`src/rtl/page_input_queue.sv`:
```
// Receiving-end channel queue for the d/e/v/b stream protocol: first-word-fall-through
// storage with registered back-pressure that keeps SLACK entries free for in-flight tokens.
module page_input_queue #(
    parameter int WIDTH = 16,
    parameter int DEPTH = 4,
    parameter int SLACK = 2
) (
    input  logic                     clock,
    input  logic                     reset,
    input  logic [WIDTH-1:0]         in_d,
    input  logic                     in_e,
    input  logic                     in_v,
    output logic                     in_b,
    output logic [WIDTH-1:0]         out_d,
    output logic                     out_e,
    output logic                     out_v,
    input  logic                     out_b,
    output logic [$clog2(DEPTH):0]   level,
    output logic                     ovf
);

    localparam int AW = $clog2(DEPTH);
    localparam int CW = AW + 1;
    localparam logic [CW-1:0] FULL_COUNT = CW'(DEPTH);
    localparam logic [CW-1:0] B_THRESH   = CW'(DEPTH - SLACK);

    logic [WIDTH:0]  mem [DEPTH];
    logic [AW-1:0]   wr_ptr;
    logic [AW-1:0]   rd_ptr;
    logic [CW-1:0]   count;
    logic [CW-1:0]   count_next;
    logic [WIDTH:0]  head;
    logic            full;
    logic            pop;
    logic            push_ok;
    logic            drop;

    assign full    = (count == FULL_COUNT);
    assign pop     = out_v && !out_b;
    // A full queue still takes a token when the head leaves on the same edge.
    assign push_ok = in_v && (!full || pop);
    assign drop    = in_v && full && !pop;

    assign count_next = count + CW'(push_ok) - CW'(pop);

    // NOTE: sequential state is updated with non-blocking assignments only, so every
    // register samples the pre-edge values of its neighbours.
    always_ff @(posedge clock or negedge reset) begin
        if (!reset) begin
            wr_ptr <= '0;
            rd_ptr <= '0;
            count  <= '0;
            in_b   <= 1'b0;
            ovf    <= 1'b0;
        end else begin
            if (push_ok) wr_ptr <= wr_ptr + 1'b1;
            if (pop)     rd_ptr <= rd_ptr + 1'b1;
            if (drop)    ovf    <= 1'b1;
            count <= count_next;
            in_b  <= (count_next >= B_THRESH);
        end
    end

    // NOTE: the storage array has no reset; stale entries are never visible because
    // out_v masks the head whenever count is zero.
    always_ff @(posedge clock) begin
        if (push_ok) mem[wr_ptr] <= {in_e, in_d};
    end

    assign head  = mem[rd_ptr];
    assign out_v = (count != '0);
    assign out_d = out_v ? head[WIDTH-1:0] : '0;
    assign out_e = out_v ? head[WIDTH]     : 1'b0;
    assign level = count;

endmodule

```
`config.mk`:
```
export PLATFORM = sky130hd
export DESIGN_NAME = page_input_queue
export DESIGN_NICKNAME = d
export VERILOG_FILES = /design/src/rtl/page_input_queue.sv
export SDC_FILE = /design/constraint.sdc
export NUM_CORES = 1
export LEC_CHECK = 0
export CAP_MARGIN = 20
export CORE_UTILIZATION = 60
export DETAILED_ROUTE_END_ITERATION = 16
export DONT_BUFFER_PORTS = 1
export PLACE_DENSITY = 0.82
export SLEW_MARGIN = 15
export SYNTH_ARGS = -nofsm -noshare
export SYNTH_HDL_FRONTEND = slang
export SYNTH_SLANG_ARGS = --single-unit
```
`constraint.sdc`:
```
create_clock -name clock -period 3.05 [get_ports clock]
set_input_delay 0.1525 -clock clock [delete_from_list [all_inputs] [get_ports clock]]
set_output_delay 0.1525 -clock clock [all_outputs]
set_load 0.1 [all_outputs]
```
Word-level counts from Yosys, hierarchy flattened

Memory sizes are Yosys's and may differ from the RTL's.
Cells that the tools add are included.

Add/subtract/negate cells: 4
Magnitude comparators: 1
Equal/unequal tests: 1
Muxes and demuxes: 4
Reduce and logical (&&, ||, !) cells: 9

Operator list:

| cell                                                | count |
|---|---|
| two-way mux 16 bit                                  | 1 |
| adder 2 x 1 -> 2 bit, second input constant         | 2 |
| logical AND 1 bit                                   | 4 |
| adder 3 x 1 -> 3 bit                                | 1 |
| equality test 3 bit, second input constant          | 1 |
| >= comparator 3 x 2 -> 1 bit, second input constant | 1 |
| zero test 1 bit                                     | 3 |
| two-way mux 1 bit                                   | 3 |
| nonzero test 3 bit                                  | 1 |
| subtractor 3 x 1 -> 3 bit                           | 1 |
| logical OR 1 bit                                    | 1 |

Flip-flop bits (word level): 9
Memory bits (writable): 68
Input bits: 21
Output and inout port bits: 23
Memories kept: 1

Memories:

| memory | depth | bits a word | rd ports | clocked after Yosys merged registers in | wr ports | line | RTL |
|---|---|---|---|---|---|---|---|
| mem    | 4     | 17          | 1        | 0                                       | 1        | 27   | `logic [WIDTH:0] mem [DEPTH];` |

Depth between registers and ports, before layout

Gate-level depths: netlist (run 1).

Depth after elaboration: 7
Gate-level depth with buffers: 10
Gate-level depth less buffers: 10

Least setup slack after synthesis (run 1)

OpenSTA, ideal clock, no wires.

Path kind: flip-flop to flip-flop
Start point: register count[1], in the netlist level[1]
End point: register in_b
Setup time: 124 ps
Arrival: 2857 ps
Data required time: 2926 ps
Slack: 69 ps
Cell stages (with the launch flop): 11
Period minus slack after synthesis: 2981 ps
Cells stage by stage: dfrtp_1 > nor2_1 > a31oi_2 > inv_1 > ha_1 > inv_1 > ha_1 > fa_1 > xnor2_1 > xnor2_1 > or2_1

Word-level cells in the longest chain between the ends: 7
Elaborated cells on any way between the ends: 9

RTL lines:

| item                                                      | line   | RTL |
|---|---|---|
| from (decl)                                               | 30     | `logic [CW-1:0] count;` |
| from (signal assigned)                                    | 59     | `count <= count_next;` |
| equality test 3 bit or nonzero test 3 bit (tied branches) | 38, 71 |  |
| zero test 1 bit or logical AND 1 bit (tied branches)      | 41, 39 |  |
| logical OR 1 bit                                          | 41     | `assign push_ok = in_v && (!full \|\| pop);` |
| logical AND 1 bit                                         | 41     |  |
| adder 3 x 1 -> 3 bit                                      | 44     | `assign count_next = count + CW'(push_ok) - CW'(pop);` |
| subtractor 3 x 1 -> 3 bit (*)                             | 44     |  |
| named net count_next[2]                                   | 31     | `logic [CW-1:0] count_next;` |
| >= comparator 3 x 2 -> 1 bit (*)                          | 60     | `in_b <= (count_next >= B_THRESH);` |
| to (signal assigned)                                      | 60     |  |
| to (decl)                                                 | 13     | `output logic in_b,` |

The timed path passes the listed nets; every way through them passes the cells marked *.
A chain may end at the register's enable or synchronous reset.

Final worst setup path (run 1)

Ends and elaborated chain as after synthesis.

==> results of run 1 <==
-- registers in the layout (all words and copies together), names as in the netlist --
register,count
mem,68
wr_ptr,2
ovf,1
level,3
in_b,1
rd_ptr,2
-- metrics by stage --
stage                     cell area, um2   util
final                               3760  0.780
after global routing                3760  0.780
after CTS                           3760  0.780
after detailed placement            3320  0.689
after global placement              3320  0.689
after floorplan                     3070      -
-- kinds of logic (layout without fill, tap and decap cells) --
logic type                 Yosys count  in the layout
AOI/OAI and AO/OA                    2              2
xor gates and xnor gates             5              5
adders and majority gates            7              7
buffers and inverters               14             66
DFF                                 77             77
muxes                               18             18
and+or+nand+nor                     26             26
-- worst paths after layout --
kind / from / end / slack [ns] / depth (start not counted)
worst max-delay path: level[1] / in_b / 0.51 / 10
worst min-delay path: out_b / rd_ptr[0] / 0.08 / 2
worst max register to register: level[1] / in_b / 0.51 / 10
worst min register to register: level[0] / level[0] / 0.56 / 1
max in group asynchronous: reset / rd_ptr[1] / 2.57 / 1
min in group asynchronous: reset / level[2] / 0.18 / 1
-- critical path, delay by kind of cell, from the launching register on --
family / cells / cell delay, ns
simple gates: 2 / 0.32
flops: 1 / 0.41
xor+xnor: 2 / 0.31
compound gates: 1 / 0.38
buf+inv: 2 / 0.14
fa+ha+maj: 3 / 0.87
-- layout make-up --
cell class | instances | area, um2 | area share
multi-input cells | 58 | 771 | 0.205
well taps | 67 | 83.8 | 0.0223
clock inverters | 6 | 111 | 0.0296
flip-flops and latches | 77 | 2270 | 0.604
repair buffers | 42 | 365 | 0.0973
clock buffers | 10 | 128 | 0.0340
inverters | 8 | 30.0 | 0.00799
-- synth_stat cells, drive strengths merged --
cell type / number
a31oi: 1
nor2: 2
nor3b: 1
ha: 6
nor3: 1
buf: 5
edfxtp: 68
dfrtp: 9
xor2: 2
or2: 1
inv: 8
a41o: 1
and2: 4
xnor2: 3
nor2b: 17
fa: 1
clkbuf: 1
mux2: 1
mux4: 17
-- timing repair --
action | 4_1_cts | 5_1_grt
endpoints found under the hold margin | 79 | 0
hold buffers | 20 | 0
gates resized for setup | 0 | 0
-- per-layer routing --
metal,GRT usage,routed length [um],up-vias
li1,-,-,666
met1,0.263,2120,750
met2,0.386,2840,51
met3,0.0494,245,10
met4,0.126,109,0
met5,0,0,-
==> flow_summary_export.csv, run 1 <==
group,metric,value,unit
floorplanning,die_h,73.6,um
clock_tree,cts_buffer_depth,2,
floorplanning,core_area,0.00482,mm2
run,max_cap_violations,0,
sta,finalMaxSlewViolations,0,
sta,clock.fmax,0.394,GHz
clock_tree,clk_pin_slew,0.08,ns
global_routing,grt_antenna_before_repair,0,
floorplanning,placementRows,25,
synth,synth_top_area_frac,0.664,
synth,synth-seq-cells,77,
sta,setup_viol,0,
sta,setup_tns,0,ns
finish,most-common-layout-cells,"edfxtp_1 (68), buf_4 (22), dlygate4sd3_1 (20), mux4_2 (17), nor2b_2 (16)",
synth,synth_simple_gate_area_frac,0.0554,
worst_setup_path,crit_path_top_delay_cell,"dfrtp_1",
global_routing,grt_first_pass_wirelength,8160,um
place,place_hpwl,3110,um
drt,drt_wl_total,5310,um
global_routing,grt-ovfl-total,0,
clock_tree,root_buffer,"clkbuf_8",
worst_setup_path,worstPathCellList,"nor2_1, a31oi_2, inv_1, ha_1, inv_1, ha_1, fa_1, xnor2_1, xnor2_1, or2_1",
worst_setup_path,cp.arrival,2.76,ns
clock_tree,cts_made_buffers,9,
sta,min_period,2.54,ns
clock_tree,post_cts_buffers,0,
synth,avgSynthCellArea,20.6,um2
synth,synth_seq_area_share,0.738,
floorplanning,die_w,73.6,um
drt,drc,0,
place,io_buffers,0,
finish,layout_commonest_cell,"edfxtp_1",
sta,slew_headroom,0.397,
drt,ant_nets,0,
finish,area_delta_synth_final,22.2,%
drt,vias_per_cell,5.51,
drt,first_pass_iters,5,
floorplanning,dieArea,0.00541,mm2
place,post-place-ws,0.559,ns
drt,wire_per_inst,19.8,um
synth,synth_cells,149,
finish,layoutNonFillerInstCount,268,
finish,n_antenna_cell,0,
min_path,hold_path_class,"primary input to flip-flop",
worst_setup_path,critical_path.max_stage_delay,0.41,ns
synth,netlist_area,0.00307,mm2
synth,ys_top_cells_by_area,"edfxtp_1 (66%), mux4_2 (12%), dfrtp_1 (7.3%), nor2b_1 (3.3%), ha_1 (2.4%)",
synth,yosysUniqueCellTypes,22,
sta,fin_ws,0.513,ns
clock_tree,clk_latency,0.34,ns
synth,synth_mux_area_frac,0.128,
global_routing,grt_max_degree,20,
synth,synthXorXnorAreaFrac,0.0143,
sta,worstMarginPinSlew,0.904,ns
finish,final_layout_size_suffix_gt1_frac,0.368,
outcome,status,"finished clean",
drt,drtIter0Drc,98,
worst_setup_path,critPathLaunchType,"flip-flop",
sta,fin_hold_ws,0.0770,ns
floorplanning,top_level_ports,44,
worst_setup_path,cp_max_fo,7,
synth,synth_top_family_by_area,"multiplexers",
synth,yosys.area_share.adder,0.0309,
sta,hold_viol_final,0,
sta,rsz0062_at_grt,"false",
clock_tree,cts_tree,"built",
worst_setup_path,criticalPathCategory,"flip-flop to flip-flop",
synth,synth-compound-area-share,0.00733,
finish,final_nets,224,
synth,synth_area_leader_cell,"edfxtp_1",
floorplanning,start_util,0.638,
drt,vias,1477,
worst_setup_path,cp.required,3.27,ns
synth,yosysWarnings,0,
sta,skew,0.00650,ns
clock_tree,htree_levels,3,
global_routing,grt_pass1_vias,1641,
global_routing,grt.total_usage,0.225,
place,dp.cells,232,
finish,nFillCells,265,
synth,synthesis.nets,177,
place,place_congestion,0.664,
sta,fin_crit_sh,0.832,
clock_tree,clkSinkCount,77,
worst_setup_path,endpoint_kind,"flip-flop",
Power of run 1 is left out: the tool's default activity adds up to more than one toggle a clock period on the data nets, which glitch-free logic cannot reach.
==> run 2: changes to the inputs <==
ABC_AREA = 1   (was not set)
clock period = 2.6 ns   (was 3.05 ns; I/O delays follow)
==> run 2 against run 1 <==
Net effect: non-clock buffer count up 7; highest routed layer unchanged; utilization up 1.2 points; register-to-register slack worse by 0.09 ns; synthesized area up 11%; wire length up 32%; clock skew up 0.00064 ns; count of clock-buffer cells in the layout unchanged; cell area up 16%; via count up 59%; first-iteration DRC count up 140%.
==> flow_summary_export.csv, run 2 <==
group,metric,value,unit
outcome,status,"finished clean",
worst_setup_path,r2r-start,"level[1]",
synth,yosysWarnings,0,
finish,final_layout_size_suffix_gt1_frac,0.169,
floorplanning,top_level_ports,44,
sta,slew_headroom,0.427,
clock_tree,clkSinkCount,77,
synth,synth_seq_area_share,0.664,
worst_setup_path,reg2regPathDepth,8,
drt,ant_nets,0,
sta,clock.fmax,0.453,GHz
drt,drtIter0Drc,237,
drt,first_pass_iters,5,
synth,async_flop_share,0.117,
floorplanning,core_area,0.00551,mm2
min_path,min_to,"rd_ptr[1]",
sta,finalMaxSlewViolations,0,
finish,n_antenna_cell,0,
worst_setup_path,cp_max_fo,9,
clock_tree,htree_levels,3,
finish,area_delta_synth_final,27.7,%
worst_setup_path,r2r_setup_slack,0.42,ns
finish,final_nets,404,
place,io_buffers,0,
synth,avgSynthCellArea,10.4,um2
global_routing,grt_max_degree,36,
sta,setup_tns,0,ns
sta,fin_crit_sh,0.848,
floorplanning,dieArea,0.00600,mm2
synth,synth-seq-cells,77,
clock_tree,root_buffer,"clkbuf_8",
finish,layout_commonest_cell,"nand2_1",
clock_tree,cts_made_buffers,9,
clock_tree,post_cts_buffers,0,
worst_setup_path,endpoint_kind,"output port",
sta,rsz0062_at_grt,"false",
clock_tree,clk_latency,0.34,ns
synth,synth-main-ff-cell,"edfxtp_1",
drt,vias_per_cell,5.21,
clock_tree,clk_pin_slew,0.07,ns
global_routing,grt_first_pass_wirelength,11300,um
clock_tree,cts_tree,"built",
worst_setup_path,criticalPathCategory,"flip-flop to output port",
run,max_cap_violations,0,
sta,hold_viol_final,0,
drt,vias,2348,
global_routing,grt.total_usage,0.262,
synth,synthMostInstantiatedCell,"nand2_1",
synth,netlist_area,0.00341,mm2
worst_setup_path,cp.arrival,2.08,ns
floorplanning,placementRows,27,
clock_tree,cts_buffer_depth,2,
drt,wire_per_inst,15.6,um
floorplanning,start_util,0.620,
synth,synth_cells,327,
min_path,whs_path_depth,3,
floorplanning,die_h,77.4,um
global_routing,grt-ovfl-total,0,
synth,yosysUniqueCellTypes,20,
sta,fin_ws,0.395,ns
synth,ys_top_cells_by_area,"edfxtp_1 (60%), nand2_1 (9.1%), inv_1 (8.9%), dfrtp_1 (6.6%), nand3_1 (5.4%)",
floorplanning,die_w,77.4,um
drt,drc,0,
worst_setup_path,critPathLaunchType,"flip-flop",
synth,synthesis.nets,355,
sta,setup_viol,0,
global_routing,grt_antenna_before_repair,0,
synth,ys_top_cells_by_count,"nand2_1 (83), inv_1 (81), edfxtp_1 (68), nand3_1 (37), a21oi_1 (17)",
finish,largest_reg_flops,68,
synth,synth_top_area_frac,0.598,
worst_setup_path,cp.required,2.47,ns
place,place_congestion,0.741,
place,place_hpwl,4390,um
min_path,min_from,"out_b",
finish,most-common-layout-cells,"nand2_1 (82), inv_1 (81), edfxtp_1 (68), nand3_1 (37), dlygate4sd3_1 (19)",
place,post-place-ws,0.425,ns
finish,largest-register,"mem",
min_path,hold_path_class,"primary input to flip-flop",
drt,drt_wl_total,7030,um
sta,worstMarginPinSlew,0.860,ns
global_routing,grt_pass1_vias,2420,
synth,synth_edf_count,68,
worst_setup_path,r2r_end,"in_b",
sta,skew,0.00714,ns
synth,synth_area_leader_cell,"edfxtp_1",
worst_setup_path,critPathLaunch,"level[1]",
sta,min_period,2.21,ns
[run 2: cell families after synthesis]
| kind of cell | after synthesis | share of synthesized area |
|---|---|---|
| buffers and inverters | 95 | 0.120 |
| AOI/OAI and AO/OA | 19 | 0.0286 |
| xor gates and xnor gates | 1 | 0.00257 |
| adders and majority gates | 7 | 0.0278 |
| and+or+nand+nor | 128 | 0.157 |
| DFF | 77 | 0.664 |
[run 2: repair_timing]
| item | 4_1_cts | 5_1_grt |
|---|---|---|
| hold endpoints to repair | 80 | 0 |
| setup endpoints to repair | 0 | 0 |
| gates resized for setup | 0 | 0 |
| hold buffers | 19 | 0 |
[run 2: layout make-up]
type                            count  area, um2
Inverter                           84        318
Tap cell                           72       90.1
Fill cell                         312       1150
Clock buffer                       10        128
Multi-Input combinational cell    155        885
Sequential cell                    77       2270
Clock inverter                      4       41.3
Timing Repair Buffer               49        628
[run 2: worst max-delay path, cell delays in order, from the launching register on]
cell     delay (ns)
dfrtp_2        0.40
nor2_1         0.23
nand2_4        0.06
buf_4          0.24
inv_2          0.27
buf_4          0.29
a21oi_4        0.06
buf_12         0.17
[run 2: worst max-delay path by stage]
stage	to	slack, ns	cells after the start
floorplan	in_b	0.06	9
global placement	in_b	0.51	8
detailed placement	in_b	0.43	8
CTS	out_d[9]	0.38	7
global route	in_b	0.24	8
finish	out_d[9]	0.39	7
[run 2: per-layer routing]
metal | track usage | routed length (um) | vias to the layer above
met2 | 0.449 | 3780 | 91
met3 | 0.0729 | 413 | 15
met1 | 0.297 | 2690 | 1121
met4 | 0.140 | 147 | 0
met5 | 0 | 0 | -
li1 | - | - | 1121
[run 2: through the flow]
step | util | instance area (um2) | std cells | hold slack [ns]
after global placement | 0.727 | 4000 | 418 | -0.165
after global routing | 0.792 | 4360 | 451 | 0.0326
after detailed placement | 0.727 | 4000 | 418 | -0.165
after CTS | 0.792 | 4360 | 451 | 0.00959
final | 0.792 | 4360 | 451 | 0.0227
after floorplan | - | 3560 | 327 | -0.166
Power of run 2 is left out for the same reason.
